**src/rtl/layer_mac_pkg.sv**
```systemverilog
// rtl/layer_mac_pkg.sv - shared state type, default widths and shift/saturate helper for layer_mac_engine
package layer_mac_pkg;

   localparam int DEFAULT_DATA_W = 16;
   localparam int DEFAULT_FRAC_W = 8;
   // Widest accumulator the helper can carry; callers zero-extend into this container
   localparam int SAT_MAX_W      = 64;

   typedef enum logic [1:0] {
      IDLE  = 2'd0,
      RUN   = 2'd1,
      DRAIN = 2'd2,
      OUT   = 2'd3
   } state_t;

   // Sign-extend an acc_w-bit value, floor-shift right by frac_w, clamp to signed data_w range
   function automatic logic signed [SAT_MAX_W-1:0] sat_shift(
      input logic [SAT_MAX_W-1:0] raw,
      input int                   acc_w,
      input int                   data_w,
      input int                   frac_w
   );
      logic signed [SAT_MAX_W-1:0] ext;
      logic signed [SAT_MAX_W-1:0] sh;
      logic signed [SAT_MAX_W-1:0] hi;
      logic signed [SAT_MAX_W-1:0] lo;
      for (int b = 0; b < SAT_MAX_W; b++) begin
         ext[b] = (b < acc_w) ? raw[b] : raw[acc_w-1];
         hi[b]  = (b < data_w - 1);
      end
      lo = ~hi;
      sh = ext >>> frac_w;
      if (sh > hi)
         return hi;
      else if (sh < lo)
         return lo;
      else
         return sh;
   endfunction

endpackage

```
**src/rtl/layer_mac_engine_mac_acc.sv**
```systemverilog
// rtl/layer_mac_engine_mac_acc.sv - signed MAC accumulator with shift/saturate output; RELU_EN clamps negatives to 0
module mac_acc
   import layer_mac_pkg::*;
#(
   parameter int DATA_W = DEFAULT_DATA_W,
   parameter int FRAC_W = DEFAULT_FRAC_W,
   parameter int ACC_W  = 2 * DEFAULT_DATA_W + 4
) (
   input  logic                     clk,
   input  logic                     reset,
   input  logic                     clr,
   input  logic                     en,
   input  logic signed [DATA_W-1:0] a,
   input  logic signed [DATA_W-1:0] b,
   output logic        [DATA_W-1:0] result
);

   localparam int PROD_W = 2 * DATA_W;

   logic signed [PROD_W-1:0] prod;
   logic signed [ACC_W-1:0]  acc;
   logic        [DATA_W-1:0] sat;

   assign prod = PROD_W'(a) * PROD_W'(b);

   // Clear wins over enable so a new neuron never inherits a stray product
   always_ff @(posedge clk) begin
      if (!reset)
         acc <= '0;
      else if (clr)
         acc <= '0;
      else if (en)
         acc <= acc + ACC_W'(prod);
   end

   assign sat = DATA_W'(sat_shift(SAT_MAX_W'(unsigned'(acc)), ACC_W, DATA_W, FRAC_W));

`ifdef RELU_EN
   assign result = sat[DATA_W-1] ? '0 : sat;
`else
   assign result = sat;
`endif

endmodule

```
**src/rtl/layer_mac_engine.sv**
```systemverilog
// rtl/layer_mac_engine.sv - fully-connected layer sequencer: SRAM addressing, MAC, result handshake (RELU_EN optional)
module layer_mac_engine
   import layer_mac_pkg::*;
#(
   parameter int DATA_W  = DEFAULT_DATA_W,
   parameter int FRAC_W  = DEFAULT_FRAC_W,
   parameter int NUM_IN  = 10,
   parameter int NUM_OUT = 10,
   parameter int IN_AW   = $clog2(NUM_IN),
   parameter int W_AW    = $clog2(NUM_IN * NUM_OUT),
   parameter int OUT_IW  = (NUM_OUT > 1) ? $clog2(NUM_OUT) : 1
) (
   input  logic              clk,
   input  logic              reset,
   input  logic              start,
   output logic [IN_AW-1:0]  in_addr,
   input  logic [DATA_W-1:0] in_data,
   output logic [W_AW-1:0]   w_addr,
   input  logic [DATA_W-1:0] w_data,
   output logic              busy,
   output logic              out_valid,
   input  logic              out_ready,
   output logic [DATA_W-1:0] out_data,
   output logic [OUT_IW-1:0] out_index,
   output logic              done
);

   localparam int ACC_W = 2 * DATA_W + $clog2(NUM_IN);
   localparam logic [IN_AW-1:0]  LAST_I = IN_AW'(NUM_IN - 1);
   localparam logic [OUT_IW-1:0] LAST_O = OUT_IW'(NUM_OUT - 1);

   state_t state, state_n;
   logic   start_run;
   logic   handshake;
   logic   last_o;
   logic   rd_v;
   logic   acc_clr;

   assign last_o    = (out_index == LAST_O);
   assign busy      = (state != IDLE);
   assign out_valid = (state == OUT);
   assign acc_clr   = start_run | (handshake & ~last_o);

   always_ff @(posedge clk) begin
      if (!reset)
         state <= IDLE;
      else
         state <= state_n;
   end

   always_comb begin
      state_n   = state;
      start_run = 1'b0;
      handshake = 1'b0;
      case (state)
         IDLE: begin
            if (start) begin
               state_n   = RUN;
               start_run = 1'b1;
            end
         end
         RUN: begin
            if (in_addr == LAST_I)
               state_n = DRAIN;
         end
         DRAIN: state_n = OUT;
         OUT: begin
            if (out_ready) begin
               handshake = 1'b1;
               state_n   = last_o ? IDLE : RUN;
            end
         end
         default: state_n = IDLE;
      endcase
   end

   // in_addr doubles as the input counter i; w_addr runs contiguously across neurons
   always_ff @(posedge clk) begin
      if (!reset) begin
         in_addr   <= '0;
         w_addr    <= '0;
         out_index <= '0;
         rd_v      <= 1'b0;
         done      <= 1'b0;
      end else begin
         rd_v <= (state == RUN);
         done <= handshake & last_o;
         if (start_run) begin
            in_addr   <= '0;
            w_addr    <= '0;
            out_index <= '0;
         end else if (state == RUN && in_addr != LAST_I) begin
            in_addr <= in_addr + IN_AW'(1);
            w_addr  <= w_addr + W_AW'(1);
         end else if (handshake && !last_o) begin
            in_addr   <= '0;
            w_addr    <= w_addr + W_AW'(1);
            out_index <= out_index + OUT_IW'(1);
         end
      end
   end

   mac_acc #(
      .DATA_W (DATA_W),
      .FRAC_W (FRAC_W),
      .ACC_W  (ACC_W)
   ) u_mac (
      .clk    (clk),
      .reset  (reset),
      .clr    (acc_clr),
      .en     (rd_v),
      .a      (in_data),
      .b      (w_data),
      .result (out_data)
   );

endmodule

```
**config.mk**
```make
export PLATFORM = sky130hd
export DESIGN_NAME = layer_mac_engine
export DESIGN_NICKNAME = d
export VERILOG_FILES = /design/src/rtl/layer_mac_pkg.sv /design/src/rtl/layer_mac_engine_mac_acc.sv /design/src/rtl/layer_mac_engine.sv
export SDC_FILE = /design/constraint.sdc
export NUM_CORES = 1
export LEC_CHECK = 0
export CAP_MARGIN = 10
export CELL_PAD_IN_SITES_DETAIL_PLACEMENT = 0
export CELL_PAD_IN_SITES_GLOBAL_PLACEMENT = 2
export CORE_MARGIN = 3
export CORE_UTILIZATION = 37
export DETAILED_ROUTE_END_ITERATION = 8
export GPL_TIMING_DRIVEN = 0
export PLACE_DENSITY = 0.91
export SYNTH_ARGS = -nofsm -noshare
export SYNTH_HDL_FRONTEND = slang
export SYNTH_SLANG_ARGS = --single-unit
```
**constraint.sdc**
```tcl
create_clock -name clk -period 7.61 [get_ports clk]
set_input_delay 1.522 -clock clk [delete_from_list [all_inputs] [get_ports clk]]
set_output_delay 1.522 -clock clk [all_outputs]
set_load 0.01 [all_outputs]
```
Word level (Yosys, flattened, before mapping)

Cells that the tools add are included.

Bits in registers: 55
Input bits: 36

Add/sub/neg operators: 4
$mul: 1
$lt $le $gt $ge: 2
Equal/unequal tests: 9
Mux-type cells: 15
Bitwise gates (word level): 6
Reduce and logical (&&, ||, !) cells: 10

Operators by type and width:

| cell                   | count |
|---|---|
| $add A36 B32 Y36       | 1 |
| $mul A16 B16 Y32       | 1 |
| $mux W16               | 2 |
| $gt A28 B16 Y1 const B | 1 |
| $lt A28 B16 Y1 const B | 1 |
| $mux W7                | 2 |
| $add A4 B1 Y4 const B  | 2 |
| $eq A4 B4 Y1 const B   | 2 |
| $mux W4                | 2 |
| $pmux W2 S4            | 1 |
| $add A7 B1 Y7 const B  | 1 |
| $mux W2                | 3 |
| $mux W1                | 5 |
| $eq A2 B2 Y1 const B   | 2 |
| $ne A2 B2 Y1 const B   | 2 |
| $ne A4 B4 Y1 const B   | 1 |
| $reduce_bool A2 Y1     | 2 |
| $reduce_or A2 Y1       | 2 |
| $not A1 Y1             | 3 |
| $reduce_and A3 Y1      | 1 |
| $and A1 B1 Y1          | 2 |
| $eq A2 B1 Y1 const B   | 1 |
| $logic_and A1 B1 Y1    | 2 |
| $logic_not A2 Y1       | 1 |
| 4 further kinds        | 4 |

Logic depth before layout (Yosys ltp)

Depth after elaboration: 5
Mapped depth: 23
Gate-level depth less buffers: 22

By module

From an unflattened synthesis, not the netlist that was laid out.

Cells, all modules: 1506
Area, all modules: 14069.7 um^2

Modules (own cells, without submodules):

| module           | instances | cells each | area an instance (um^2) |
|---|---|---|---|
| mac_acc          | 1         | 1395       | 13053.8 |
| layer_mac_engine | 1         | 111        | 1016.0 |

Worst setup path before layout

No wires, ideal clock.

Path type: input-to-reg
Start point: input port in_data[15]
End point: register u_mac.acc[34]
Arrival: 7269 ps
Data required time: 7479 ps
Slack: 210 ps
Stages: 23
Cell sequence: clkbuf_1 > nand2_1 > fa_1 > inv_1 > fa_1 > inv_1 > fa_1 > inv_1 > fa_1 > fa_1 > inv_1 > fa_1 > inv_1 > ha_1 > clkbuf_1 > nand2_1 > o21ai_0 > o41ai_1 > a2bb2oi_1 > o21ai_1 > a41oi_1 > mux2i_1 > o21ai_0

Cells in the longest elaborated chain, start to end: 2

RTL lines:

| element                | RTL line                       | text |
|---|---|---|
| start: declaration     | layer_mac_engine.sv:17         | `input logic [DATA_W-1:0] in_data,` |
| $mul A16 B16 Y32       | layer_mac_engine_mac_acc.sv:24 | `assign prod = PROD_W'(a) * PROD_W'(b);` |
| $add A36 B32 Y36       | layer_mac_engine_mac_acc.sv:33 | `acc <= acc + ACC_W'(prod);` |
| end signal: assignment | layer_mac_engine_mac_acc.sv:33 |  |
| end: declaration       | layer_mac_engine_mac_acc.sv:21 | `logic signed [ACC_W-1:0] acc;` |

No other way between the ends.
A chain may end at the register's enable or synchronous reset.

Final worst setup path

Start point: input port in_data[6]
End point: register u_mac.acc[25]

Same word-level chain as after synthesis.

==> flow_metrics.tcl <==
set metrics [dict create \
    core_um2 37800 \
    setup_slack_ns 0.215 \
    min_path_type "reg -> reg" \
    seq_area_frac_synth 0.0777 \
    synth_top_area_share 0.443 \
    cts-root-buf "clkbuf_16" \
    gp_congestion 0.883 \
    setup_viol 0 \
    route.vias.total 10400 \
    die_h_um 202 \
    dp_hpwl_um 33500 \
    yosys_warnings 0 \
    min_from "u_mac.acc[0]" \
    highest_layer "met5" \
    pre_cts_ws_ns -1.40 \
    firstDrtPassIters 5 \
    ant_nets 0 \
    critPathLaunchType "primary input" \
    worstSetupStartpoint "in_data[6]" \
    cp.arrival_ns 7.58 \
    hold_ws_ns 0.510 \
    status "completed" \
    cts_tree "built" \
    endpoint "u_mac.acc[25]" \
    grt_overflow 0 \
    portBuffers 69 \
    synth_area_um2 14200 \
    drive_gt1_frac 0.0656 \
    fmax_ghz 0.135 \
    tns_ns 0 \
    r2r_end "u_mac.acc[25]" \
    yosys.area.top_type "fa_1" \
    io_pins 70 \
    grt_pass1_wl_um 62600 \
    avgSynthCellArea_um2 9.14 \
    worstPathCellList "clkdlybuf4s15_2 -> buf_4 -> nand2_1 -> fa_1 -> inv_1 -> fa_1 -> inv_1 -> fa_1 -> inv_1 -> fa_1 -> fa_1 -> inv_1 -> fa_1 -> inv_1 -> ha_1 -> a21oi_2 -> nand2_1 -> or2_2 -> o211ai_4 -> nand2_2 -> and3_1 -> mux2i_1 -> or3_1" \
    start_util 0.375 \
    first_iter_violations 556 \
    synth_area_leaders "fa_1, ha_1, inv_1" \
    grt_max_degree 22 \
    antenna_cells 0 \
    die_w_um 202 \
    layout.nets 2097 \
    clk_latency_ns 0.30 \
    synthArstFlopShare 0 \
    grt_antenna_before_repair 1 \
    cp-end-kind "register" \
    met2_length_um 17800 \
    syn_nets 2017 \
    crit_type "in -> reg" \
    crit_top_cell "fa_1" \
    path_max_fanout 10 \
    slew_headroom 0.307 \
    synth_most_common_cell "inv_1" \
    h-tree-depth 2 \
    cts_buffers 5 \
    drv_slew 0 \
    die_area_um2 40700 \
    reg2reg_depth 16 \
    slowest_delay_ns 0.54 \
    vias_per_cell 4.84 \
    r2r_start "u_mac.acc[15]" \
    setup.reg_to_reg.worst_slack_ns 2.50 \
    clkTransAtPathRegs_ns 0.07 \
    synthTopCellsByCount "inv_1, fa_1, nand2_1" \
    row_count 71 \
    clkSinkCount 55 \
    synth-seq-cells 55 \
    fin_worst_skew_ns 0.0103 \
    routed_wl_um 37900 \
    tightest_slew_ns 1.03 \
    fillers 3774 \
    fin_crit_ns 7.40 \
    finalHoldViolCount 0 \
    slowest_stage "fa_1" \
    cts_buffer_depth 2 \
    dr_wl_met3_um 1720 \
    routedWlPerCell_um 17.7 \
    netlist_instances 1551 \
    synthFlopType "dfxtp_1" \
    synth_edf_count 0 \
    ys_types 61 \
    cap_violations 0 \
    gr-usage-all-layers 0.194 \
    area_growth_syn_to_layout_pct 11.6 \
    fin_crit_sh 0.972 \
    drt_drc_violations_left 0 \
    grt_pass1_vias 11100 \
    worstPathRequired_ns 7.79 \
    met1_length_um 17400 \
]
-- registers in the layout, summed over array words and instances (netlist names) --
register and cells:
done 1, out_index 4, w_addr 7, u_mac.acc 36, rd_v 1, state 2
in_addr 4
-- worst min-delay path by stage --
stage                        end  slack [ns]  depth (start not counted)
finish              u_mac.acc[0]        0.51                          2
global route           w_addr[1]        0.55                          2
CTS                 u_mac.acc[0]        0.51                          2
detailed placement  u_mac.acc[0]        0.50                          2
global placement    u_mac.acc[0]        0.49                          2
floorplan           u_mac.acc[4]        0.46                          2
-- repair_timing --
| action | 4_1_cts | 5_1_grt |
|---|---|---|
| setup endpoints to repair | 20 | 11 |
| setup buffers | 3 | 2 |
| pin swaps | 2 | 1 |
| resized for setup | 125 | 91 |
| hold buffers | 0 | 0 |
-- cell type report --
class / count / area (µm²) / area share
plain buffers: 53 / 339 / 0.0214
repair buffers: 74 / 657 / 0.0415
well taps: 511 / 639 / 0.0404
clock buffers: 6 / 129 / 0.00815
inverters: 375 / 1410 / 0.0890
flip-flops and latches: 55 / 1100 / 0.0696
multi-input cells: 1067 / 11500 / 0.729
clock inverters: 2 / 12.5 / 0.000791
-- routing by layer --
metal,track usage,vias up
met5,0,-
li1,-,4824
met2,0.317,220
met1,0.272,5272
met4,0.0471,2
met3,0.0294,59
-- cell usage in the layout (no fill, tap or decap), types with 4 or more instances in the layout --
cell,synthesis,layout
inv_1,375,375
nand3_1,17,17
a211o_1,4,4
dfxtp_1,55,55
clkbuf_2,0,12
a31oi_1,7,7
mux2i_1,22,22
buf_2,5,13
fa_1,314,311
clkdlybuf4s50_1,0,38
o21a_1,20,20
clkbuf_4,0,10
ha_1,116,113
and3_1,4,4
clkbuf_16,0,5
nor2b_1,18,18
nor3_1,4,4
clkdlybuf4s15_2,0,9
nand3b_1,11,11
a21o_1,9,9
o211ai_1,6,6
o21bai_1,4,4
xnor2_1,24,24
a21oi_1,30,26
nand2b_1,4,4
and2_1,124,123
xor2_1,19,19
buf_4,1,19
clkbuf_1,46,15
or2_2,5,5
nand2_1,162,160
nand4_1,15,15
nor2_1,53,53
o21ai_0,29,28
a211oi_1,4,4
-- worst max-delay path: cells and delay by family --
kind	cells	cell delay (ns)
adder cells (fa/ha/maj)	7	3.39
AND/OR/NAND/NOR	6	1.22
buffers and inverters	7	0.88
AO/OA/AOI/OAI	2	0.45
multiplexers	1	0.11
-- cells by family (layout without fill, tap and decap cells) --
| logic type | Yosys count | in the layout | synth area share |
|---|---|---|---|
| simple gates | 431 | 431 | 0.153 |
| fa+ha+maj | 430 | 430 | 0.546 |
| buf+inv | 429 | 510 | 0.114 |
| compound gates | 138 | 138 | 0.0647 |
| flops | 55 | 55 | 0.0777 |
| xor+xnor | 43 | 43 | 0.0266 |
| mux | 25 | 25 | 0.0179 |
-- per-stage QoR --
step,utilization,std cells,instance area [µm²]
2_1_floorplan,-,1551,14200
3_3_place_gp,0.411,2131,15500
3_5_place_dp,0.411,2131,15500
4_1_cts,0.418,2141,15800
5_1_grt,0.419,2143,15800
6_report,0.419,2143,15800
Power is not shown: default switching activity piles up to over one toggle a cycle in this logic, so the estimate is an artifact.
